==> src/rtl/if_pkg.sv <==
// Shared types and defaults for the instruction-fetch stage.
package if_pkg;

   typedef enum logic [1:0] {
      S_RUN   = 2'd0,
      S_HALT  = 2'd1,
      S_FAULT = 2'd2
   } fetch_state_e;

   localparam logic [1:0] CAUSE_NONE     = 2'b00;
   localparam logic [1:0] CAUSE_MISALIGN = 2'b01;
   localparam logic [1:0] CAUSE_RANGE    = 2'b10;

   localparam logic [31:0] NOP_INSTR_DEF = 32'h0000_0013;
   localparam logic [31:0] RESET_PC_DEF  = 32'h0000_0000;

endpackage

==> src/rtl/if_stage_if.sv <==
// Bus bundle between the fetch stage, instruction memory, redirect logic and decode.
interface if_stage_if;

   logic [31:0] imem_addr;
   logic [31:0] imem_instr;
   logic        redirect_valid;
   logic [31:0] redirect_pc;
   logic        id_ready;
   logic        out_valid;
   logic [31:0] out_pc;
   logic [31:0] out_pc_plus4;
   logic [31:0] out_instr;
   logic        halted;
   logic        fault;
   logic [1:0]  fault_cause;

   modport master (
      output imem_addr, out_valid, out_pc, out_pc_plus4, out_instr,
             halted, fault, fault_cause,
      input  imem_instr, redirect_valid, redirect_pc, id_ready
   );

   modport slave (
      input  imem_addr, out_valid, out_pc, out_pc_plus4, out_instr,
             halted, fault, fault_cause,
      output imem_instr, redirect_valid, redirect_pc, id_ready
   );

endinterface

==> src/rtl/if_id_reg.sv <==
// IF/ID pipeline register: loads a fetched word, holds when idle, flushes to a NOP bubble.
module if_id_reg
   import if_pkg::*;
#(
   parameter logic [31:0] NOP_INSTR = NOP_INSTR_DEF
) (
   input  logic        clk,
   input  logic        rst,
   input  logic        load,
   input  logic        flush,
   input  logic [31:0] in_pc,
   input  logic [31:0] in_instr,
   output logic        valid,
   output logic [31:0] pc,
   output logic [31:0] pc_plus4,
   output logic [31:0] instr
);

   logic        valid_q, valid_d;
   logic [31:0] pc_q, pc_d;
   logic [31:0] pc_plus4_q, pc_plus4_d;
   logic [31:0] instr_q, instr_d;

   always_comb begin
      valid_d    = valid_q;
      pc_d       = pc_q;
      pc_plus4_d = pc_plus4_q;
      instr_d    = instr_q;
      // A bubble always carries the NOP so decode never sees stale bits.
      if (flush) begin
         valid_d = 1'b0;
         instr_d = NOP_INSTR;
      end else if (load) begin
         valid_d    = 1'b1;
         pc_d       = in_pc;
         pc_plus4_d = in_pc + 32'd4;
         instr_d    = in_instr;
      end
   end

   always_ff @(posedge clk) begin
      if (rst) begin
         valid_q    <= 1'b0;
         pc_q       <= 32'd0;
         pc_plus4_q <= 32'd0;
         instr_q    <= NOP_INSTR;
      end else begin
         valid_q    <= valid_d;
         pc_q       <= pc_d;
         pc_plus4_q <= pc_plus4_d;
         instr_q    <= instr_d;
      end
   end

   assign valid    = valid_q;
   assign pc       = pc_q;
   assign pc_plus4 = pc_plus4_q;
   assign instr    = instr_q;

endmodule

==> src/rtl/if_stage.sv <==
// Instruction-fetch stage: owns the PC, handles redirect/stall/halt/fault, feeds the IF/ID register.
module if_stage
   import if_pkg::*;
#(
   parameter logic [31:0] RESET_PC   = RESET_PC_DEF,
   parameter int          IMEM_WORDS = 2048,
   parameter logic [31:0] NOP_INSTR  = NOP_INSTR_DEF
) (
   input  logic        clk,
   input  logic        rst,
   if_stage_if.master  bus
);

   localparam logic [29:0] IMEM_LIMIT = 30'(IMEM_WORDS);

   fetch_state_e state_q, state_d;
   logic [31:0]  pc_q, pc_d;
   logic [1:0]   cause_q, cause_d;
   logic         load, flush, adv;
   logic         out_valid;

   assign adv = !out_valid || bus.id_ready;

   always_comb begin
      state_d = state_q;
      pc_d    = pc_q;
      cause_d = cause_q;
      load    = 1'b0;
      flush   = 1'b0;
      unique case (state_q)
         S_RUN: begin
            if (bus.redirect_valid && (bus.redirect_pc[1:0] != 2'b00)) begin
               state_d = S_FAULT;
               cause_d = CAUSE_MISALIGN;
               flush   = 1'b1;
            end else if (bus.redirect_valid) begin
               // Redirect wins over a stalled decode: the flushed word is wrong-path.
               pc_d  = bus.redirect_pc;
               flush = 1'b1;
            end else if (pc_q[31:2] >= IMEM_LIMIT) begin
               state_d = S_FAULT;
               cause_d = CAUSE_RANGE;
               flush   = 1'b1;
            end else if (adv) begin
               if (bus.imem_instr == 32'd0) begin
                  state_d = S_HALT;
                  flush   = 1'b1;
               end else begin
                  load = 1'b1;
                  pc_d = pc_q + 32'd4;
               end
            end
         end
         S_HALT: begin
            flush = 1'b1;
            if (bus.redirect_valid && (bus.redirect_pc[1:0] != 2'b00)) begin
               state_d = S_FAULT;
               cause_d = CAUSE_MISALIGN;
            end else if (bus.redirect_valid) begin
               pc_d    = bus.redirect_pc;
               state_d = S_RUN;
            end
         end
         S_FAULT: flush = 1'b1;
         default: begin
            state_d = S_FAULT;
            flush   = 1'b1;
         end
      endcase
   end

   always_ff @(posedge clk) begin
      if (rst) begin
         state_q <= S_RUN;
         pc_q    <= RESET_PC;
         cause_q <= CAUSE_NONE;
      end else begin
         state_q <= state_d;
         pc_q    <= pc_d;
         cause_q <= cause_d;
      end
   end

   if_id_reg #(.NOP_INSTR(NOP_INSTR)) u_if_id_reg (
      .clk      (clk),
      .rst      (rst),
      .load     (load),
      .flush    (flush),
      .in_pc    (pc_q),
      .in_instr (bus.imem_instr),
      .valid    (out_valid),
      .pc       (bus.out_pc),
      .pc_plus4 (bus.out_pc_plus4),
      .instr    (bus.out_instr)
   );

   assign bus.out_valid   = out_valid;
   assign bus.imem_addr   = pc_q;
   assign bus.halted      = (state_q == S_HALT);
   assign bus.fault       = (state_q == S_FAULT);
   assign bus.fault_cause = cause_q;

endmodule

==> src/flat_wrapper.sv <==
// flat-port wrapper written by rule: the top's interface ports become plain ports
module if_stage_flat import if_pkg::*;
#(
   parameter logic [31:0] RESET_PC   = RESET_PC_DEF,
   parameter int          IMEM_WORDS = 2048,
   parameter logic [31:0] NOP_INSTR  = NOP_INSTR_DEF
)
  (clk, rst, bus_imem_addr, bus_out_valid, bus_out_pc, bus_out_pc_plus4, bus_out_instr, bus_halted, bus_fault, bus_fault_cause, bus_imem_instr, bus_redirect_valid, bus_redirect_pc, bus_id_ready);
  if_stage_if bus_i ();
  input  logic clk;
  input  logic rst;
  output wire logic [$bits(bus_i.imem_addr)-1:0] bus_imem_addr;
  output wire logic [$bits(bus_i.out_valid)-1:0] bus_out_valid;
  output wire logic [$bits(bus_i.out_pc)-1:0] bus_out_pc;
  output wire logic [$bits(bus_i.out_pc_plus4)-1:0] bus_out_pc_plus4;
  output wire logic [$bits(bus_i.out_instr)-1:0] bus_out_instr;
  output wire logic [$bits(bus_i.halted)-1:0] bus_halted;
  output wire logic [$bits(bus_i.fault)-1:0] bus_fault;
  output wire logic [$bits(bus_i.fault_cause)-1:0] bus_fault_cause;
  input wire logic [$bits(bus_i.imem_instr)-1:0] bus_imem_instr;
  input wire logic [$bits(bus_i.redirect_valid)-1:0] bus_redirect_valid;
  input wire logic [$bits(bus_i.redirect_pc)-1:0] bus_redirect_pc;
  input wire logic [$bits(bus_i.id_ready)-1:0] bus_id_ready;
  assign bus_imem_addr = bus_i.imem_addr;
  assign bus_out_valid = bus_i.out_valid;
  assign bus_out_pc = bus_i.out_pc;
  assign bus_out_pc_plus4 = bus_i.out_pc_plus4;
  assign bus_out_instr = bus_i.out_instr;
  assign bus_halted = bus_i.halted;
  assign bus_fault = bus_i.fault;
  assign bus_fault_cause = bus_i.fault_cause;
  assign bus_i.imem_instr = bus_imem_instr;
  assign bus_i.redirect_valid = bus_redirect_valid;
  assign bus_i.redirect_pc = bus_redirect_pc;
  assign bus_i.id_ready = bus_id_ready;
  if_stage #(.RESET_PC(RESET_PC), .IMEM_WORDS(IMEM_WORDS), .NOP_INSTR(NOP_INSTR)) u_core (.clk(clk), .rst(rst), .bus(bus_i));
endmodule
==> config.mk <==
export PLATFORM = sky130hd
export DESIGN_NAME = if_stage_flat
export DESIGN_NICKNAME = d
export VERILOG_FILES = /design/src/rtl/if_pkg.sv /design/src/rtl/if_stage_if.sv /design/src/rtl/if_id_reg.sv /design/src/rtl/if_stage.sv /design/src/flat_wrapper.sv
export SDC_FILE = /design/constraint.sdc
export NUM_CORES = 1
export LEC_CHECK = 0
export CORE_ASPECT_RATIO = 1.2
export CORE_MARGIN = 3
export CORE_UTILIZATION = 47
export DETAILED_ROUTE_END_ITERATION = 8
export GPL_ROUTABILITY_DRIVEN = 0
export MAX_ROUTING_LAYER = met4
export PLACE_DENSITY = 0.87
export SYNTH_ARGS = -nofsm -noshare
export SYNTH_HDL_FRONTEND = slang
export SYNTH_HIERARCHICAL = 1
export SYNTH_SLANG_ARGS = --single-unit
==> constraint.sdc <==
create_clock -name clk -period 3.7 [get_ports clk]
set_input_delay 0.74 -clock clk [delete_from_list [all_inputs] [get_ports clk]]
set_output_delay 0.74 -clock clk [all_outputs]
set_load 0.1 [all_outputs]
After elaboration in Yosys (flattened, before gate mapping)
Cells that the tools add are included.
{"block": "classes", "n_bitwise": 2, "n_reduce_logical": 12, "muxes": 33, "eq_ne": 14, "add_sub_neg": 1, "order_cmp": 1, "shifts": 0, "div": 0, "multipliers": 0}
{"operator": "$mux 32", "count": 7}
{"operator": "$pmux 32 s2", "count": 1}
{"operator": "$add 32x3->32 const B", "count": 1}
{"operator": "$logic_not 32->1", "count": 1}
{"operator": "$ge 30x12->1 const B", "count": 1}
{"operator": "$mux 2", "count": 11}
{"operator": "$mux 1", "count": 12}
{"operator": "$ne 4x1->1 const B", "count": 2}
{"operator": "$reduce_and 7->1", "count": 1}
{"operator": "$ne 3x1->1 const B", "count": 2}
{"operator": "$ne 3x2->1 const B", "count": 2}
{"operator": "$ne 3x3->1 const B", "count": 2}
{"operator": "$pmux 2 s3", "count": 1}
{"operator": "$reduce_and 5->1", "count": 1}
{"operator": "$ne 2x1->1 const B", "count": 2}
{"operator": "$ne 2x2->1 const B", "count": 2}
{"operator": "$pmux 2 s2", "count": 1}
{"operator": "$reduce_and 4->1", "count": 1}
{"operator": "$reduce_bool 2->1", "count": 2}
{"operator": "$eq 2x1->1 const B", "count": 1}
{"operator": "$eq 2x2->1 const B", "count": 1}
{"operator": "$logic_not 2->1", "count": 1}
{"operator": "$not 1->1", "count": 2}
{"operator": "$reduce_and 2->1", "count": 1}
{"operator": "other kinds (4)", "count": 4}
{"block": "word_totals", "out_inout_bits": 133, "latch_bits": 0, "rom_bits": 0, "mem_bits_rw": 0, "inputBits": 68, "regBits": 133, "elab_cells": 70, "mem_count": 0}

Logic depth before layout (Yosys ltp)
Gate-level depths: netlist of run 1.
{"block": "logic_depth", "depth_word": 9, "ltp_mapped": 11, "mapped_depth_nobuf": 8}

Cells and area by module
Netlist of run 1, hierarchy kept.
{"mod": "if_id_reg", "cells_each": 456, "seq_area_each_um2": 1901.8, "instances": 1, "area_per_inst_um2": 3915.0}
{"mod": "if_stage", "cells_each": 286, "seq_area_each_um2": 720.7, "instances": 1, "area_per_inst_um2": 2292.2}

Least setup slack after synthesis of run 1
OpenSTA, ideal clock, no wires.
{"block": "synth_path", "path_type": "flip-flop to flip-flop", "startpoint": "register u_core.pc_q[24], in the netlist u_core/bus.imem_addr[24]", "endpoint": "register u_core.u_if_id_reg.pc_plus4_q[14], in the netlist u_core/u_if_id_reg/pc_plus4[14]", "arrival_ns": 3.129, "period_less_slack_ns": 3.215, "setup_time_ns": 0.086, "t_required_ns": 3.614, "path_stages_with_launch": 12, "path_buffers": 4, "path_slack_ns": 0.485, "path_cell_list": "dfxtp_1 -> nor4_1 -> and3_1 -> nand3_2 -> nor4_1 -> clkbuf_1 -> nor2b_1 -> clkbuf_1 -> clkbuf_1 -> buf_1 -> nor2_1 -> a211oi_1"}
{"block": "synth_via", "elab_cells_between_ends": 11, "classes_between": "order compare: 1; mux: 8; bitwise: 1; reduce/logical: 1"}
{"item": "from (decl)", "line": "if_stage.sv:17", "rtl": "logic [31:0] pc_q, pc_d;"}
{"item": "from (signal assigned)", "line": "if_stage.sv:79", "rtl": "pc_q <= pc_d;"}
{"item": "$ge 30x12->1", "line": "if_stage.sv:40", "rtl": "end else if (pc_q[31:2] >= IMEM_LIMIT) begin"}
{"item": "$mux 1", "line": "if_stage.sv:40"}
{"item": "$mux 1", "line": "if_stage.sv:36", "rtl": "end else if (bus.redirect_valid) begin"}
{"item": "$mux 1", "line": "if_stage.sv:32", "rtl": "if (bus.redirect_valid && (bus.redirect_pc[1:0] != 2'b00)) begin"}
{"item": "$mux 1", "line": "if_stage.sv:30", "rtl": "unique case (state_q)"}
{"item": "net u_core.load", "line": "if_stage.sv:19", "rtl": "logic load, flush, adv;"}
{"item": "$reduce_and 2->1 (no source line)"}
{"item": "to (signal assigned)", "line": "if_id_reg.sv:50", "rtl": "pc_plus4_q <= pc_plus4_d;"}
{"item": "to (decl)", "line": "if_id_reg.sv:21", "rtl": "logic [31:0] pc_plus4_q, pc_plus4_d;"}
The timed path passes the listed nets, and every way through them passes these cells.
A chain may end at the register's enable or synchronous reset.

Worst setup path in the final report of run 1
{"block": "layout_path", "startpoint": "input bus_imem_instr[17]", "endpoint": "register u_core.u_if_id_reg.pc_q[13], in the netlist u_core/u_if_id_reg/pc[13]"}
{"block": "layout_via", "elab_chain_cells": 9, "elab_cells_between_ends": 15, "classes_between": "mux: 12; bitwise: 1; reduce/logical: 2"}
{"item": "from (decl)", "line": "flat_wrapper.sv:20", "rtl": "input wire logic [$bits(bus_i.imem_instr)-1:0] bus_imem_instr;"}
{"item": "$logic_not 32->1", "line": "if_stage.sv:45", "rtl": "if (bus.imem_instr == 32'd0) begin"}
{"item": "$mux 1", "line": "if_stage.sv:45"}
{"item": "$mux 1", "line": "if_stage.sv:44", "rtl": "end else if (adv) begin"}
{"item": "$mux 1", "line": "if_stage.sv:40"}
{"item": "$mux 1", "line": "if_stage.sv:36"}
{"item": "$mux 1", "line": "if_stage.sv:32"}
{"item": "$mux 1", "line": "if_stage.sv:30"}
{"item": "net u_core.flush", "line": "if_stage.sv:19"}
{"item": "$not 1->1 (no source line)"}
{"item": "$reduce_and 2->1 (no source line)"}
{"item": "to (signal assigned)", "line": "if_id_reg.sv:49", "rtl": "pc_q <= pc_d;"}
{"item": "to (decl)", "line": "if_id_reg.sv:20", "rtl": "logic [31:0] pc_q, pc_d;"}
The timed path passes the listed nets, and every way through them passes these cells.

==> results of run 1 <==
## where the power goes
part | leakage, nW | internal [mW] | total (mW) | switching (mW)
Sequential | 1.06 | 1.45 | 1.53 | 0.0816
Clock | 0.278 | 1.03 | 1.66 | 0.637
Combinational | 1.59 | 0.246 | 0.778 | 0.531
Total | 2.93 | 2.72 | 3.97 | 1.25
## metrics by stage
step                total power, mW  hold slack [ps]  worst slack (ps)  instance area [sq um]  std cells
floorplan                      2.09              540               485                   6210        742
global route                   4.09              475               539                   8830       1100
CTS                            3.98              453               674                   8830       1100
detailed placement             2.33              446               294                   8240       1068
global placement               2.32              441               399                   8240       1068
finish                         3.97              453               652                   8830       1100
## cells by family (layout without fill, tap and decap cells)
family,after synthesis,in the layout,synth area share
AND/OR/NAND/NOR,337,337,0.270
AO/OA/AOI/OAI,155,155,0.174
flip-flops,131,131,0.422
buffers and inverters,65,259,0.0478
multiplexers,39,39,0.0629
XOR/XNOR,12,12,0.0169
adder cells (fa/ha/maj),3,3,0.00605
## sequential cells by signal, indices dropped and copies added, names as in the netlist
name	flops
u_core/state_q	2
u_core/bus.fault_cause	2
u_core/u_if_id_reg/pc_plus4	30
u_core/bus.imem_addr	32
u_core/u_if_id_reg/valid	1
u_core/u_if_id_reg/instr	32
u_core/u_if_id_reg/pc	32
## cells in the final DEF, fill, tap and decap left out, drive strengths merged, types with 6 or more instances in the layout
cell type / instances
a21oi: 55
or4: 12
nor2: 81
a211oi: 15
inv: 11
o31ai: 13
mux2i: 39
nor2b: 11
dfxtp: 131
xnor2: 6
buf: 44
a22o: 9
nor4: 27
xor2: 6
or3: 8
a21bo: 7
a311oi: 18
nand2: 110
nor3: 20
nand4: 18
nand3: 25
o21ai: 21
clkdlybuf4s50: 173
clkbuf: 20
## cell type report
class,instances,area share
Tap cell,164,0.0232
Clock buffer,20,0.0517
Clock inverter,12,0.0149
Inverter,10,0.00425
Timing Repair Buffer,217,0.235
Sequential cell,131,0.297
Multi-Input combinational cell,546,0.374
## tightest hold or removal path, stage by stage, from the launching register on
cell and delay, ps:
dfxtp_1 300, nand2_1 50, a21oi_1 50
## final timing paths
path | slack (ps) | start | endpoint
setup / recovery | 650 | bus_imem_instr[17] | u_core/u_if_id_reg/pc[13]
hold / removal | 450 | u_core/u_if_id_reg/pc[9] | u_core/u_if_id_reg/pc[9]
setup reg to reg | 740 | u_core/bus.imem_addr[24] | u_core/u_if_id_reg/pc_plus4[23]
hold reg to reg | 450 | u_core/u_if_id_reg/pc[9] | u_core/u_if_id_reg/pc[9]
## synth_stat cells, drive strengths merged, types with 5 or more instances
| library cell | count |
|---|---|
| a22o | 9 |
| xnor2 | 6 |
| nor3 | 20 |
| a21bo | 7 |
| nor4 | 27 |
| clkbuf | 40 |
| and4 | 5 |
| a311oi | 18 |
| inv | 10 |
| nor2b | 11 |
| dfxtp | 131 |
| nand4 | 18 |
| and3 | 5 |
| nor2 | 81 |
| o21ai | 21 |
| or3 | 8 |
| mux2i | 39 |
| o31ai | 13 |
| buf | 15 |
| a211oi | 15 |
| nand2 | 110 |
| xor2 | 6 |
| a21oi | 55 |
| nand3 | 25 |
| or4 | 12 |
## routing by layer
metal  wire [microns]  global-route usage  vias to the layer above
li1                 -                   -                     3058
met1             7820               0.310                     3006
met2             9610               0.435                      369
met3             1860              0.0716                       55
met4              658               0.120                        0
met5                0                   -                        -
==> out/results.ini, run 1 <==
[routing]
drc=0
drt_pass1_iterations=5
vias=6488
route.antenna.remaining_nets=0
routedWlPerCell_microns=18.1
viasPerCell=5.90
drt_iter0_drc=584
finalWirelength_microns=20000

[cells_and_area]
fillers=1019
area_growth_pct=42.2
multi_input_area_sq_um=3300
num_antenna_cells=0
fin_util=0.691
seqCellArea_sq_um=2620
drive_gt1_frac=0.106
fin_nets=994

[timing]
fin_tns_setup_ps=0
period_minus_slack_ps=3050
fmax_mhz=328
fin_crit_sh=0.824
worstMarginPinSlew_ps=1010
clock_skew_ps=11.7
relSlewSlack=0.321
setup_violations=0
slew_violations=0
final_hold_viol_count=0
grt_setup_unrepaired=false

[place]
port_buffers=200
hpwl_microns=13700

[critical_path]
path_max_fanout=19
reg2reg_depth=8
cpMostUsedCell=nand2_1
crit_path_end_kind=flip-flop
crit_slowest_cell=nor4_4
cp_top_family=simple AND/OR/NAND/NOR gates
startpoint_type=input pin
critical_path.max_stage_delay_ps=500
worstPathBufferInverterCount=2
crit_cells=9
required_ps=4020
critPathKind=input pin to flip-flop
arrival_ps=3370
path_cells=clkdlybuf4s50_1, nor4_1, nand2_1, nor4_4, a211o_1, nand2b_1, buf_4, nand2_1, a21oi_1

[run_status]
status=completed

[grt]
grt-ovfl-total=0
antenna_found_initial=0
grt.total_usage=0.268
first_global_vias=6153
grt_max_degree=58
grt_pass1_wl_microns=31200

[clock_network]
cts.path.max_buffers=2
root_buffer=clkbuf_16
clk_latency_ps=420
post_cts_buffers=0
clkTransAtPathRegs_ps=60
cts_made_buffers=17
clock-sinks=131
cts_tree=built
cts_hold_buf=0
cts-resized-gates=0
cts.htree.levels=4

[synthesis]
synth.area.top_cells=dfxtp_1 (42%), nand2_1 (6.7%), mux2i_1 (6.3%), nor2_1 (4.9%), a21oi_1 (4.3%)
yosys.area.top_type=dfxtp_1
syn_area_per_cell_sq_um=8.37
syn_inst=742
syn-num-nets=813
syn-cell-area_sq_um=6210
synth-async-reset-ratio=0
synth.distinct_cells=58
ys_seq_area_frac=0.422
synth_edf_count=0
synth_flop_cell=dfxtp_1
ys_seq_elements=131
synth-warning-count=6
netlist.area_leader.share=0.422

[floorplanning]
core-area_sq_um=12800
dieHeight_microns=132
design.die.area_sq_um=14600
die_width_microns=111
floorplan.initialDensity=0.486
rows=45
top_level_ports=201

[worst_hold_path]
whs_path_depth=2
hp-class=flip-flop to flip-flop

[flow_run]
maxCapViolCount=0

[pwr]
p_leak_nw=2.93
p_per_area_nw_per_um2=450
peakVddDrop_uv=283

Power figures use the tool's default switching activity.
==> run 2, diff against run 1 <==
--- a/config.mk
+++ b/config.mk
@@ -7,11 +7,11 @@
 export LEC_CHECK = 0
 export CORE_ASPECT_RATIO = 1.2
 export CORE_MARGIN = 3
-export CORE_UTILIZATION = 47
+export CORE_UTILIZATION = 42
 export DETAILED_ROUTE_END_ITERATION = 8
 export GPL_ROUTABILITY_DRIVEN = 0
 export MAX_ROUTING_LAYER = met4
-export PLACE_DENSITY = 0.87
+export PLACE_DENSITY = 0.83
 export SYNTH_ARGS = -nofsm -noshare
 export SYNTH_HDL_FRONTEND = slang
 export SYNTH_HIERARCHICAL = 1
==> constraint.sdc (replaced) <==
create_clock -name clk -period 2.5 [get_ports clk]
set_input_delay 0.5 -clock clk [delete_from_list [all_inputs] [get_ports clk]]
set_output_delay 0.5 -clock clk [all_outputs]
set_load 0.1 [all_outputs]
==> out/results.ini, run 2 (synthesized netlist as in run 1, its figures left out) <==
[floorplanning]
design.die.area_sq_um=16300  ; was 14600 sq um
rows=48  ; was 45
floorplan.initialDensity=0.431  ; was 0.486
top_level_ports=201  ; unchanged
dieHeight_microns=139  ; was 132 microns
die_width_microns=117  ; was 111 microns
core-area_sq_um=14400  ; was 12800 sq um

[run_status]
status=completed  ; unchanged

[pwr]
power_mw=6.07  ; was 3.97 mW
p_leak_nw=3.78  ; was 2.93 nW
peakVddDrop_uv=565  ; was 283 uV
p_per_area_nw_per_um2=635  ; was 450 nW/um^2

[timing]
period_minus_slack_ps=2480
whs_ps=397  ; was 453 ps
slew_violations=0  ; unchanged
relSlewSlack=0.363  ; was 0.321
final_hold_viol_count=0  ; unchanged
fin_tns_setup_ps=0  ; unchanged
setup_violations=0  ; unchanged
worstMarginPinSlew_ps=953  ; was 1010 ps
clock_skew_ps=6.11  ; was 11.7 ps
fmax_mhz=402
fin_crit_sh=0.994

[worst_hold_path]
whs_path_depth=3  ; was 2
hp-class=input pin to flip-flop  ; was flip-flop to flip-flop
min_to=u_core/u_if_id_reg/instr[8]  ; was u_core/u_if_id_reg/pc[9]
hp-start=bus_imem_instr[8]  ; was u_core/u_if_id_reg/pc[9]

[critical_path]
startpoint_type=input pin  ; unchanged
arrival_ps=2820  ; was 3370 ps
rr_startpoint=u_core/bus.imem_addr[24]  ; unchanged
required_ps=2830  ; was 4020 ps
path_max_fanout=8  ; was 19
reg2reg_to=u_core/u_if_id_reg/pc_plus4[17]  ; was u_core/u_if_id_reg/pc_plus4[23]
reg2reg_depth=10  ; was 8
critPathKind=input pin to flip-flop  ; unchanged
crit_path_end_kind=flip-flop  ; unchanged
r2r_slack_ps=100  ; was 740 ps

[cells_and_area]
fin_cells=1184  ; was 1100
fin_nets=1067  ; was 994
final_area_sq_um=9560  ; was 8830 sq um
layout_common_cells=buf_4 (205), nand2_1 (109), dfxtp_1 (100)  ; was clkdlybuf4s50_1 (173), dfxtp_1 (131), nand2_1 (110)
num_antenna_cells=0  ; unchanged
final_common_cell=buf_4  ; was clkdlybuf4s50_1
area_growth_pct=54.0  ; was 42.2%
drive_gt1_frac=0.325  ; was 0.106

[flow_run]
maxCapViolCount=0  ; unchanged

[clock_network]
cts.path.max_buffers=2  ; unchanged
cts_made_buffers=17  ; unchanged
root_buffer=clkbuf_16  ; unchanged
cts.htree.levels=4  ; unchanged
clock-sinks=131  ; unchanged
clkTransAtPathRegs_ps=60  ; about the same
cts_tree=built  ; unchanged
cts_hold_buf=0  ; unchanged
clk_latency_ps=420  ; about the same

[routing]
viasPerCell=5.76  ; was 5.90
vias=6825  ; was 6488
route.antenna.remaining_nets=0  ; unchanged
routedWlPerCell_microns=17.8  ; was 18.1 microns
drt_pass1_iterations=5  ; unchanged
finalWirelength_microns=21100  ; was 20000 microns
drc=0  ; unchanged
drt_iter0_drc=732  ; was 584

[place]
dpl-instance-area_sq_um=8670  ; was 8240 sq um
hpwl_microns=14800  ; was 13700 microns
place_inst=1144  ; was 1068
port_buffers=200  ; unchanged

[grt]
first_global_vias=6484  ; was 6153
antenna_found_initial=0  ; unchanged
grt_max_degree=50  ; was 58
grt_pass1_wl_microns=31800  ; was 31200 microns
grt-ovfl-total=0  ; unchanged
grt.total_usage=0.254  ; was 0.268

## run 2: changes by cell type in the layout (fill, tap and decap cells not counted), sizes merged
cell / previous run / this run
dlymetal6s2s: 0 / 18
inv: 11 / 12
clkinvlp: 4 / 1
bufinv: 2 / 3
clkdlybuf4s50: 173 / 48
clkinv: 5 / 7
buf: 44 / 221
nor2b: 11 / 12
clkbuf: 20 / 21
## run 2: worst max path at each step
stage	startpoint	endpoint	slack [ps]	depth (start not counted)
after detailed placement	bus_imem_instr[16]	u_core/u_if_id_reg/pc_plus4[31]	-530	11
after CTS	bus_imem_instr[1]	u_core/u_if_id_reg/pc_plus4[31]	10	11
after global routing	bus_imem_instr[26]	u_core/u_if_id_reg/pc_plus4[24]	-80	12
after floorplan	u_core/bus.imem_addr[24]	u_core/u_if_id_reg/pc[27]	2	11
after global placement	bus_imem_instr[16]	u_core/u_if_id_reg/pc_plus4[31]	-340	11
final	bus_imem_instr[26]	u_core/u_if_id_reg/pc_plus4[24]	20	12
## run 2: critical path: stages
cell             delay (ps)
clkdlybuf4s50_1         430
nor4_1                  290
nand2_1                 150
nor4_4                  300
buf_4                   150
a211o_1                 160
buf_6                   130
nor2b_4                  40
buf_12                  140
buf_12                  130
clkbuf_16               160
a311oi_2                230
## run 2: repair_timing
item / in CTS / in global routing
resized for setup: 4 / 35
cloned: 1 / 3
endpoints found under the setup margin: 31 / 48
buffers inserted: 1 / 3
pin swaps: 1 / 16
## run 2: through the flow
stage	util	setup slack [ps]
finish	0.663	15.1
global route	0.663	-75.2
CTS	0.645	10.1
detailed placement	0.602	-533
global placement	0.602	-339
floorplan	-	2.19
## run 2: per-layer routing
layer  up-vias  wire [microns]  GRT usage
met5         -               0          -
met2       356           10400      0.410
met3        45            1780     0.0681
met4         0             589      0.109
met1      3221            8350      0.293
li1       3203               -          -
## run 2: power breakdown
part | switching, mW | leakage (nW) | internal [mW]
sequential | 0.0813 | 1.08 | 2.15
combinational | 0.866 | 2.41 | 0.471
clock | 0.938 | 0.291 | 1.57
total | 1.88 | 3.78 | 4.19
## run 2: layout make-up
class                           instances  area, sq um
Inverter                               10         37.5
Multi-Input combinational cell        547         3430
Timing Repair Buffer                  289         2590
Clock inverter                         13          159
Sequential cell                       131         2690
Clock buffer                           19          433
Tap cell                              175          219
Fill cell                            1144         4860
==> run 3, diff against run 2 <==
--- a/config.mk
+++ b/config.mk
@@ -12,6 +12,7 @@
 export GPL_ROUTABILITY_DRIVEN = 0
 export MAX_ROUTING_LAYER = met4
 export PLACE_DENSITY = 0.83
+export REMOVE_ABC_BUFFERS = 1
 export SYNTH_ARGS = -nofsm -noshare
 export SYNTH_HDL_FRONTEND = slang
 export SYNTH_HIERARCHICAL = 1
==> constraint.sdc (replaced) <==
create_clock -name clk -period 2.5 [get_ports clk]
set_input_delay 0.5 -clock clk [delete_from_list [all_inputs] [get_ports clk]]
set_output_delay 0.5 -clock clk [all_outputs]
set_load 0.02 [all_outputs]
==> out/results.ini, run 3 (synthesized netlist as in run 1, its figures left out) <==
[run_status]
status=completed  ; unchanged

[clock_network]
clkTransAtPathRegs_ps=50  ; was 60 ps
cts.htree.levels=4  ; unchanged
cts_made_buffers=17  ; unchanged
cts_hold_buf=0  ; unchanged
cts.path.max_buffers=2  ; unchanged
root_buffer=clkbuf_16  ; unchanged
clk_latency_ps=420  ; about the same
clock-sinks=131  ; unchanged
cts_tree=built  ; unchanged

[grt]
antenna_found_initial=1  ; was 0
grt_pass1_wl_microns=32300  ; was 31800 microns
grt_max_degree=48  ; was 50
grt.total_usage=0.257  ; was 0.254
grt-ovfl-total=0  ; unchanged
first_global_vias=6454  ; was 6484

[cells_and_area]
layout_common_cells=clkdlybuf4s50_1 (196), dfxtp_1 (131), nand2_1 (110)  ; was buf_4 (205), nand2_1 (109), dfxtp_1 (100)
drive_gt1_frac=0.150  ; was 0.325
fillers=1149  ; was 1144
fin_cells=1183  ; was 1184
fin_util=0.662  ; was 0.663
final_common_cell=clkdlybuf4s50_1  ; was buf_4
area_growth_pct=53.7  ; was 54.0%
fin_nets=1068  ; was 1067

[pwr]
peakVddDrop_uv=405  ; was 565 uV
p_per_area_nw_per_um2=563  ; was 635 nW/um^2
power_mw=5.37  ; was 6.07 mW
p_leak_nw=3.29  ; was 3.78 nW

[timing]
setup_ws_ps=20.1  ; was 15.1 ps
clock_skew_ps=5.69  ; was 6.11 ps
relSlewSlack=0.552  ; was 0.363
slew_violations=0  ; unchanged
fin_tns_setup_ps=0  ; unchanged
period_minus_slack_ps=2480  ; about the same
setup_violations=0  ; unchanged
worstMarginPinSlew_ps=667  ; was 953 ps
final_hold_viol_count=0  ; unchanged
fin_crit_sh=0.992  ; was 0.994
fmax_mhz=403  ; was 402 MHz
grt_setup_unrepaired=true

[routing]
viasPerCell=5.66  ; was 5.76
drc=0  ; unchanged
route.antenna.remaining_nets=0  ; unchanged
finalWirelength_microns=20500  ; was 21100 microns
vias=6701  ; was 6825
routedWlPerCell_microns=17.3  ; was 17.8 microns
drt_iter0_drc=469  ; was 732
drt_pass1_iterations=5  ; unchanged

[critical_path]
cpMostUsedCell=buf_4  ; was buf_12
critical_path.max_stage_delay_ps=440  ; was 430 ps
crit_path_end_kind=flip-flop  ; unchanged
crit_slowest_cell=clkdlybuf4s50_1  ; unchanged
critPathKind=input pin to flip-flop  ; unchanged
path_cells=clkdlybuf4s50_1, nor4_2, nand2_1, nor4_4, a211o_1, nor2b_4, buf_4, buf_4, buf_12, o21ai_1, nor2_1  ; was clkdlybuf4s50_1, nor4_1, nand2_1, nor4_4, buf_4, a211o_1, buf_6, nor2b_4, buf_12, buf_12, clkbuf_16, a311oi_2
path_max_fanout=10  ; was 8
startpoint_type=input pin  ; unchanged
arrival_ps=2760  ; was 2820 ps
required_ps=2780  ; was 2830 ps
reg2reg_depth=9  ; was 10

[floorplanning]
dieHeight_microns=139  ; unchanged
rows=48  ; unchanged
die_width_microns=117  ; unchanged
floorplan.initialDensity=0.431  ; unchanged
top_level_ports=201  ; unchanged
design.die.area_sq_um=16300  ; unchanged
core-area_sq_um=14400  ; unchanged

[place]
place_inst=1145  ; was 1144
hpwl_microns=14700  ; was 14800 microns
port_buffers=200  ; unchanged
post-place-ws_ps=-442  ; was -533 ps

[worst_hold_path]
hp-class=input pin to flip-flop  ; unchanged
whs_path_depth=3  ; unchanged

[flow_run]
maxCapViolCount=0  ; unchanged

==> run 3: cell count changes in the layout (fill, tap and decap cells not counted), sizes merged <==
cell,change
clkdlybuf4s50,+148
buf,-129
nor2b,-1
bufinv,-3
inv,-2
clkbuf,+1
diode,+1
dlymetal6s2s,-15
clkinv,-1
==> run 3: worst paths after layout <==
kind                                       start                              end  slack, ps
setup / recovery              bus_imem_instr[20]   u_core/u_if_id_reg/pc_plus4[2]         20
hold reg to reg   u_core/u_if_id_reg/pc_plus4[3]   u_core/u_if_id_reg/pc_plus4[3]        450
hold / removal                 bus_imem_instr[0]      u_core/u_if_id_reg/instr[0]        370
setup reg to reg        u_core/bus.imem_addr[20]  u_core/u_if_id_reg/pc_plus4[17]         90
==> run 3: cell type report <==
| type | instances | area (sq um) | area share |
|---|---|---|---|
| Inverter | 10 | 37.5 | 0.00394 |
| Clock buffer | 22 | 454 | 0.0476 |
| Antenna cell | 1 | 2.50 | 0.000262 |
| Multi-Input combinational cell | 546 | 3370 | 0.353 |
| Sequential cell | 131 | 2620 | 0.275 |
| Timing Repair Buffer | 291 | 2790 | 0.293 |
| Tap cell | 175 | 219 | 0.0230 |
| Clock inverter | 7 | 37.5 | 0.00394 |
==> run 3: layer usage <==
layer / GRT usage / wire length [microns]
met1: 0.304 / 8180
met4: 0.118 / 621
met5: - / 0
met3: 0.0646 / 1690
met2: 0.405 / 10000
==> run 3: timing repair <==
| action | in CTS | in global routing |
|---|---|---|
| endpoints found under the setup margin | 4 | 124 |
| setup buffers | 1 | 7 |
| pin swaps | 0 | 6 |
| gates resized for setup | 0 | 16 |
==> run 3: worst max-delay path, delay by kind of cell <==
family	cells	cell delay, ps
AND/OR/NAND/NOR	5	1000
buffers and inverters	4	860
AO/OA/AOI/OAI	2	400
==> run 3: where the power goes <==
part	internal [mW]	leakage (nW)	switching (mW)
Clock	1.26	0.245	0.884
Sequential	2.15	1.06	0.0487
Combinational	0.497	1.99	0.535
Total	3.91	3.29	1.47
==> run 3: metrics by stage <==
stage | hold WS, ps | instance area (sq um)
6_report | 370 | 9540
5_1_grt | 409 | 9540
4_1_cts | 455 | 9410
3_5_place_dp | 448 | 8910
3_3_place_gp | 442 | 8910
2_1_floorplan | 528 | 5950
